## src/rtl/ctx_switch_unit.sv

```systemverilog
// Context save/restore engine: moves PC, GPRs and privilege level
// between the core and a word-aligned memory frame.
module ctx_switch_unit #(
    parameter int DATA_W  = 64,
    parameter int NUM_GPR = 3
) (
    input  logic              clk,
    input  logic              rst,
    input  logic              save_req,
    input  logic              restore_req,
    input  logic [DATA_W-1:0] base_addr,
    output logic              busy,
    output logic              done,
    output logic              err,
    output logic [5:0]        rf_rd_addr,
    input  logic [DATA_W-1:0] rf_rd_data,
    output logic              rf_wr_en,
    output logic [5:0]        rf_wr_addr,
    output logic [DATA_W-1:0] rf_wr_data,
    input  logic [3:0]        pl_rd,
    output logic              pl_wr_en,
    output logic [3:0]        pl_wr_data,
    input  logic [DATA_W-1:0] pc_in,
    output logic              pc_wr,
    output logic [DATA_W-1:0] pc_data,
    output logic              mem_req,
    output logic              mem_we,
    output logic [DATA_W-1:0] mem_addr,
    output logic [DATA_W-1:0] mem_wdata,
    input  logic              mem_ready,
    input  logic [DATA_W-1:0] mem_rdata
);

    localparam int NW = NUM_GPR + 2;
    localparam int IW = $clog2(NW);
    localparam logic [IW-1:0] LAST = IW'(NW - 1);

    typedef enum logic [2:0] {
        IDLE,
        SAVE_RD,
        SAVE_WR,
        LOAD,
        COMMIT,
        FIN
    } state_t;

    state_t            state;
    logic [IW-1:0]     idx;
    logic [DATA_W-1:0] base_q;
    logic [DATA_W-1:0] dbuf;
    logic              err_q;

    logic              is_pc;
    logic              is_pl;
    logic              is_gpr;
    logic [DATA_W-1:0] addr;
    logic [DATA_W-1:0] src;
    logic              commit;

    assign is_pc  = (idx == '0);
    assign is_pl  = (idx == LAST);
    assign is_gpr = !is_pc && !is_pl;
    // Frame offset is 8*i; the sum drops any carry out of DATA_W.
    assign addr   = base_q + (DATA_W'(idx) << 3);

    always_comb begin
        src = rf_rd_data;
        unique case (1'b1)
            is_pc:   src = pc_in;
            is_pl:   src = DATA_W'(pl_rd);
            default: src = rf_rd_data;
        endcase
    end

    always_ff @(posedge clk) begin
        if (rst) begin
            state  <= IDLE;
            idx    <= '0;
            base_q <= '0;
            dbuf   <= '0;
            err_q  <= 1'b0;
        end else begin
            case (state)
                IDLE: begin
                    if (save_req || restore_req) begin
                        base_q <= base_addr;
                        idx    <= '0;
                        err_q  <= (base_addr[2:0] != 3'b000);
                        if (base_addr[2:0] != 3'b000)
                            state <= FIN;
                        else if (save_req)
                            state <= SAVE_RD;
                        else
                            state <= LOAD;
                    end
                end
                SAVE_RD: begin
                    dbuf  <= src;
                    state <= SAVE_WR;
                end
                SAVE_WR: begin
                    if (mem_ready) begin
                        idx   <= idx + IW'(1);
                        state <= is_pl ? FIN : SAVE_RD;
                    end
                end
                LOAD: begin
                    if (mem_ready) begin
                        dbuf  <= mem_rdata;
                        state <= COMMIT;
                    end
                end
                COMMIT: begin
                    idx   <= idx + IW'(1);
                    state <= is_pl ? FIN : LOAD;
                end
                FIN: begin
                    err_q <= 1'b0;
                    state <= IDLE;
                end
                default: state <= IDLE;
            endcase
        end
    end

    assign busy   = (state != IDLE);
    assign done   = (state == FIN);
    assign err    = done && err_q;
    assign commit = (state == COMMIT);

    assign rf_rd_addr = (state == SAVE_RD && is_gpr) ? 6'(idx) : 6'd0;

    assign pc_wr      = commit && is_pc;
    assign rf_wr_en   = commit && is_gpr;
    assign pl_wr_en   = commit && is_pl;
    assign pc_data    = pc_wr ? dbuf : '0;
    assign rf_wr_addr = rf_wr_en ? 6'(idx) : 6'd0;
    assign rf_wr_data = rf_wr_en ? dbuf : '0;
    assign pl_wr_data = pl_wr_en ? dbuf[3:0] : 4'd0;

    assign mem_req   = (state == SAVE_WR) || (state == LOAD);
    assign mem_we    = (state == SAVE_WR);
    assign mem_addr  = mem_req ? addr : '0;
    assign mem_wdata = mem_we ? dbuf : '0;

endmodule

```

## config.mk

```make
export PLATFORM = sky130hd
export DESIGN_NAME = ctx_switch_unit
export DESIGN_NICKNAME = d
export VERILOG_FILES = /design/src/rtl/ctx_switch_unit.sv
export SDC_FILE = /design/constraint.sdc
export NUM_CORES = 1
export LEC_CHECK = 0
export CORE_AREA = 3 3 209 211
export DETAILED_ROUTE_END_ITERATION = 8
export DIE_AREA = 0 0 212 214
export GPL_ROUTABILITY_DRIVEN = 0
export PLACE_DENSITY = 0.49
export SLEW_MARGIN = 15
export SYNTH_ARGS = -nofsm -noshare
export SYNTH_HDL_FRONTEND = slang
export SYNTH_SLANG_ARGS = --single-unit
```

## constraint.sdc

```tcl
create_clock -name clk -period 4.4 [get_ports clk]
set_clock_uncertainty 0.2 [all_clocks]
set_input_delay 0.88 -clock clk [delete_from_list [all_inputs] [get_ports clk]]
set_output_delay 0.88 -clock clk [all_outputs]
set_load 0.02 [all_outputs]
```

==> flow_metrics.py <==
metrics = {
    "status": {
        "status": "completed",
    },
    "worst_setup_path": {
        "critical_path_class": "reg2out",
        "arrival_ns": 3.14,
        "critical_path_peak_fanout": 16,
        "worstSetupStartpointType": "register",
        "worst_ep_required_time_ns": 3.32,
        "worst_setup_path_end_kind": "output port",
    },
    "die": {
        "die_area_mm2": 0.0454,
        "die_y_um": 214,
        "coreArea_mm2": 0.0419,
        "die_w_um": 212,
        "row_count": 75,
        "pin_count": 545,
        "start_util": 0.229,
    },
    "grt": {
        "grt_pass1_vias": 11600,
        "grtUsageTotal": 0.222,
        "grt-ovfl-total": 0,
        "grt_max_degree": 86,
        "grt_pass1_wl_um": 76100,
        "antenna_found_initial": 20,
    },
    "synthesis": {
        "ys_warn_count": 0,
        "synth_adder_area_share": 0.00859,
        "synth-simple-area-share": 0.451,
        "synth_seq_cells": 135,
        "synth-seq-area-share": 0.281,
        "synth_xor_area_frac": 0.0301,
        "synthFlopType": "dfxtp_1",
        "synth_area_mm2": 0.00962,
        "synth_cell_type_count": 50,
        "synth_top_family_by_area": "simple AND/OR/NAND/NOR gates",
        "avgSynthCellArea_um2": 6.93,
        "async_flop_share": 0,
        "synth-edff-count": 0,
        "netlist_instances": 1387,
        "synth-compound-area-share": 0.165,
        "synth.area.mux_share": 0.00624,
    },
    "flow_run": {
        "cap_violations": 0,
    },
    "sta": {
        "tightest_slew_ns": 0.951,
        "drv_slew": 0,
        "hold_violations": 0,
        "setup-tns-final_ns": 0,
        "slew_headroom": 0.366,
        "rsz0062_at_grt": "false",
        "final.period_utilization": 0.959,
        "max_freq_mhz": 237,
        "setup_viol": 0,
        "fin_crit_ns": 4.22,
    },
    "placed_design": {
        "hpwl_um": 39900,
        "portBuffers": 538,
        "placed_cell_area_mm2": 0.0156,
    },
    "route": {
        "routed_wl_um": 52500,
        "drcViolationCount": 0,
        "num_vias": 11700,
        "ant_nets": 0,
        "dr.pass1.iters": 5,
        "vias_per_cell": 4.84,
        "drtIter0Drc": 667,
        "wire_per_inst_um": 21.7,
    },
    "clocking": {
        "clkLatencyLatePin_ns": 0.44,
        "cts_tree": "yes",
        "cts_max_level": 4,
        "clk_root_buffer_cell": "clkbuf_16",
        "clock_sinks": 135,
        "cts.clk_slew.worst_paths_ns": 0.07,
        "cts_buffers": 17,
        "clockBufferDepth": 2,
    },
    "pwr": {
        "leakagePower_nw": 6.14,
        "finalPower_mw": 6.61,
        "ir_drop_v": 0.000310,
        "power.density_mw_per_mm2": 405,
    },
    "finish": {
        "multi_input_comb_area_mm2": 0.00649,
        "layout-area-overhead-vs-synth_pct": 69.5,
        "seqCellArea_mm2": 0.00270,
        "fill_cells": 4387,
        "fin_area_mm2": 0.0163,
        "drive_gt1_frac": 0.0549,
        "nets": 2133,
    },
    "hold_path": {
        "hold_class": "reg2reg",
    },
}
[state kept, by name (all words and copies together) (netlist names)]
name and count:
base_q 64, dbuf 64, state 3, err_q 1, idx 3
[path summary, 6_finish.rpt]
check,startpoint,endpoint,slack [ns],cells after the start
worst max-delay path,idx[0]$_SDFFE_PP0P_,mem_addr[63],0.18,11
worst min-delay path,base_q[2]$_SDFFE_PP0P_,base_q[2]$_SDFFE_PP0P_,0.26,2
worst max register to register,state[2]$_SDFFE_PP0P_,dbuf[4]$_SDFFE_PP0P_,1.38,7
worst min register to register,base_q[2]$_SDFFE_PP0P_,base_q[2]$_SDFFE_PP0P_,0.26,2
[synthesized netlist by cell type, types with 14 or more instances]
| library cell | instances | area share |
|---|---|---|
| a21oi_1 | 153 | 0.080 |
| and2_1 | 145 | 0.094 |
| and3_1 | 72 | 0.047 |
| clkbuf_1 | 114 | 0.044 |
| dfxtp_1 | 135 | 0.28 |
| inv_1 | 15 | 0.0059 |
| nand2_1 | 232 | 0.091 |
| nand2b_1 | 61 | 0.040 |
| nand3_1 | 84 | 0.044 |
| nand3b_1 | 61 | 0.048 |
| nand4_1 | 17 | 0.011 |
| nor2_1 | 57 | 0.022 |
| nor3_1 | 14 | 0.0073 |
| o211ai_1 | 65 | 0.051 |
| o21ai_0 | 17 | 0.0088 |
| or3_1 | 17 | 0.011 |
| xnor2_1 | 21 | 0.019 |
[critical path, stage by stage (launching register included)]
cell and delay (ns):
dfxtp_1 0.34, ha_1 0.19, inv_1 0.06, fa_1 0.39, nor2b_2 0.17, o2111ai_2 0.15, buf_4 0.24, nor4_4 0.16
buf_4 0.18, a21oi_1 0.06, a31o_2 0.23, clkdlybuf4s50_1 0.53
[power breakdown]
part / switching (mW) / total [mW] / leakage [nW] / internal (mW)
clock: 0.644 / 1.49 / 0.275 / 0.847
sequential: 0.440 / 1.99 / 1.11 / 1.55
combinational: 1.87 / 3.12 / 4.75 / 1.25
total: 2.96 / 6.61 / 6.14 / 3.65
[kinds of logic after synthesis]
group,Yosys count
muxes,6
buffers and inverters,141
and+or+nand+nor,802
adders and majority gates,6
DFF,135
other,1
AOI/OAI and AO/OA,263
xor gates and xnor gates,33
[cells in the final DEF, fill, tap and decap left out, drive strengths merged, types with 4 or more instances in the layout]
master         Yosys  final
a21oi            153    153
a311oi             4      4
and2             145    145
and3              72     72
and4               7      7
buf               12     39
clkbuf           114     18
clkdlybuf4s50      0    512
clkinvlp           0      5
conb               1      6
dfxtp            135    135
diode              0      9
dlygate4sd2        0      8
dlymetal6s2s       0     16
ha                 5      5
inv               15     20
mux2i              6      6
nand2            232    232
nand2b            61     61
nand3             84     84
nand3b            61     61
nand4             18     19
nor2              57     57
nor3              14     14
nor4              14     14
o211ai            65     65
o21ai             18     18
o31ai              7      7
or3               17     17
or4               10     10
xnor2             21     21
xor2              12     12
[layer usage]
layer / track usage / vias to the layer above / part of all wire / wire length [um]
li1: - / 5746 / - / -
met1: 0.264 / 5510 / 0.41 / 21400
met2: 0.385 / 392 / 0.50 / 26200
met3: 0.0625 / 69 / 0.070 / 3650
met4: 0.0685 / 22 / 0.021 / 1100
met5: 0 / - / 0.0031 / 161
[timing repair]
item	in CTS	in global routing
setup buffers	1	1
resized for setup	10	25
cloned	0	1
hold buffers	0	0
setup endpoints to repair	13	22
hold endpoints to repair	0	0
pin swaps	1	1
[stage by stage]
stage / hold slack, ns / setup WS [ns] / cells / util
4_1_cts: 0.263 / 0.00808 / 2412 / 0.386
6_report: 0.260 / 0.181 / 2423 / 0.389
3_3_place_gp: 0.244 / 0.319 / 2379 / 0.372
3_5_place_dp: 0.252 / 0.311 / 2379 / 0.372
5_1_grt: 0.281 / 0.0147 / 2422 / 0.389
2_1_floorplan: 0.232 / 0.517 / 1392 / -
[final cells by class]
type,instances,share of cell area
Clock inverter,15,0.0104
Clock buffer,17,0.0261
Multi-Input combinational cell,1117,0.398
Sequential cell,135,0.166
Inverter,15,0.00345
Tap cell,539,0.0414
Timing Repair Buffer,576,0.353
Antenna cell,9,0.00138
(Power assumes the default switching activity.)
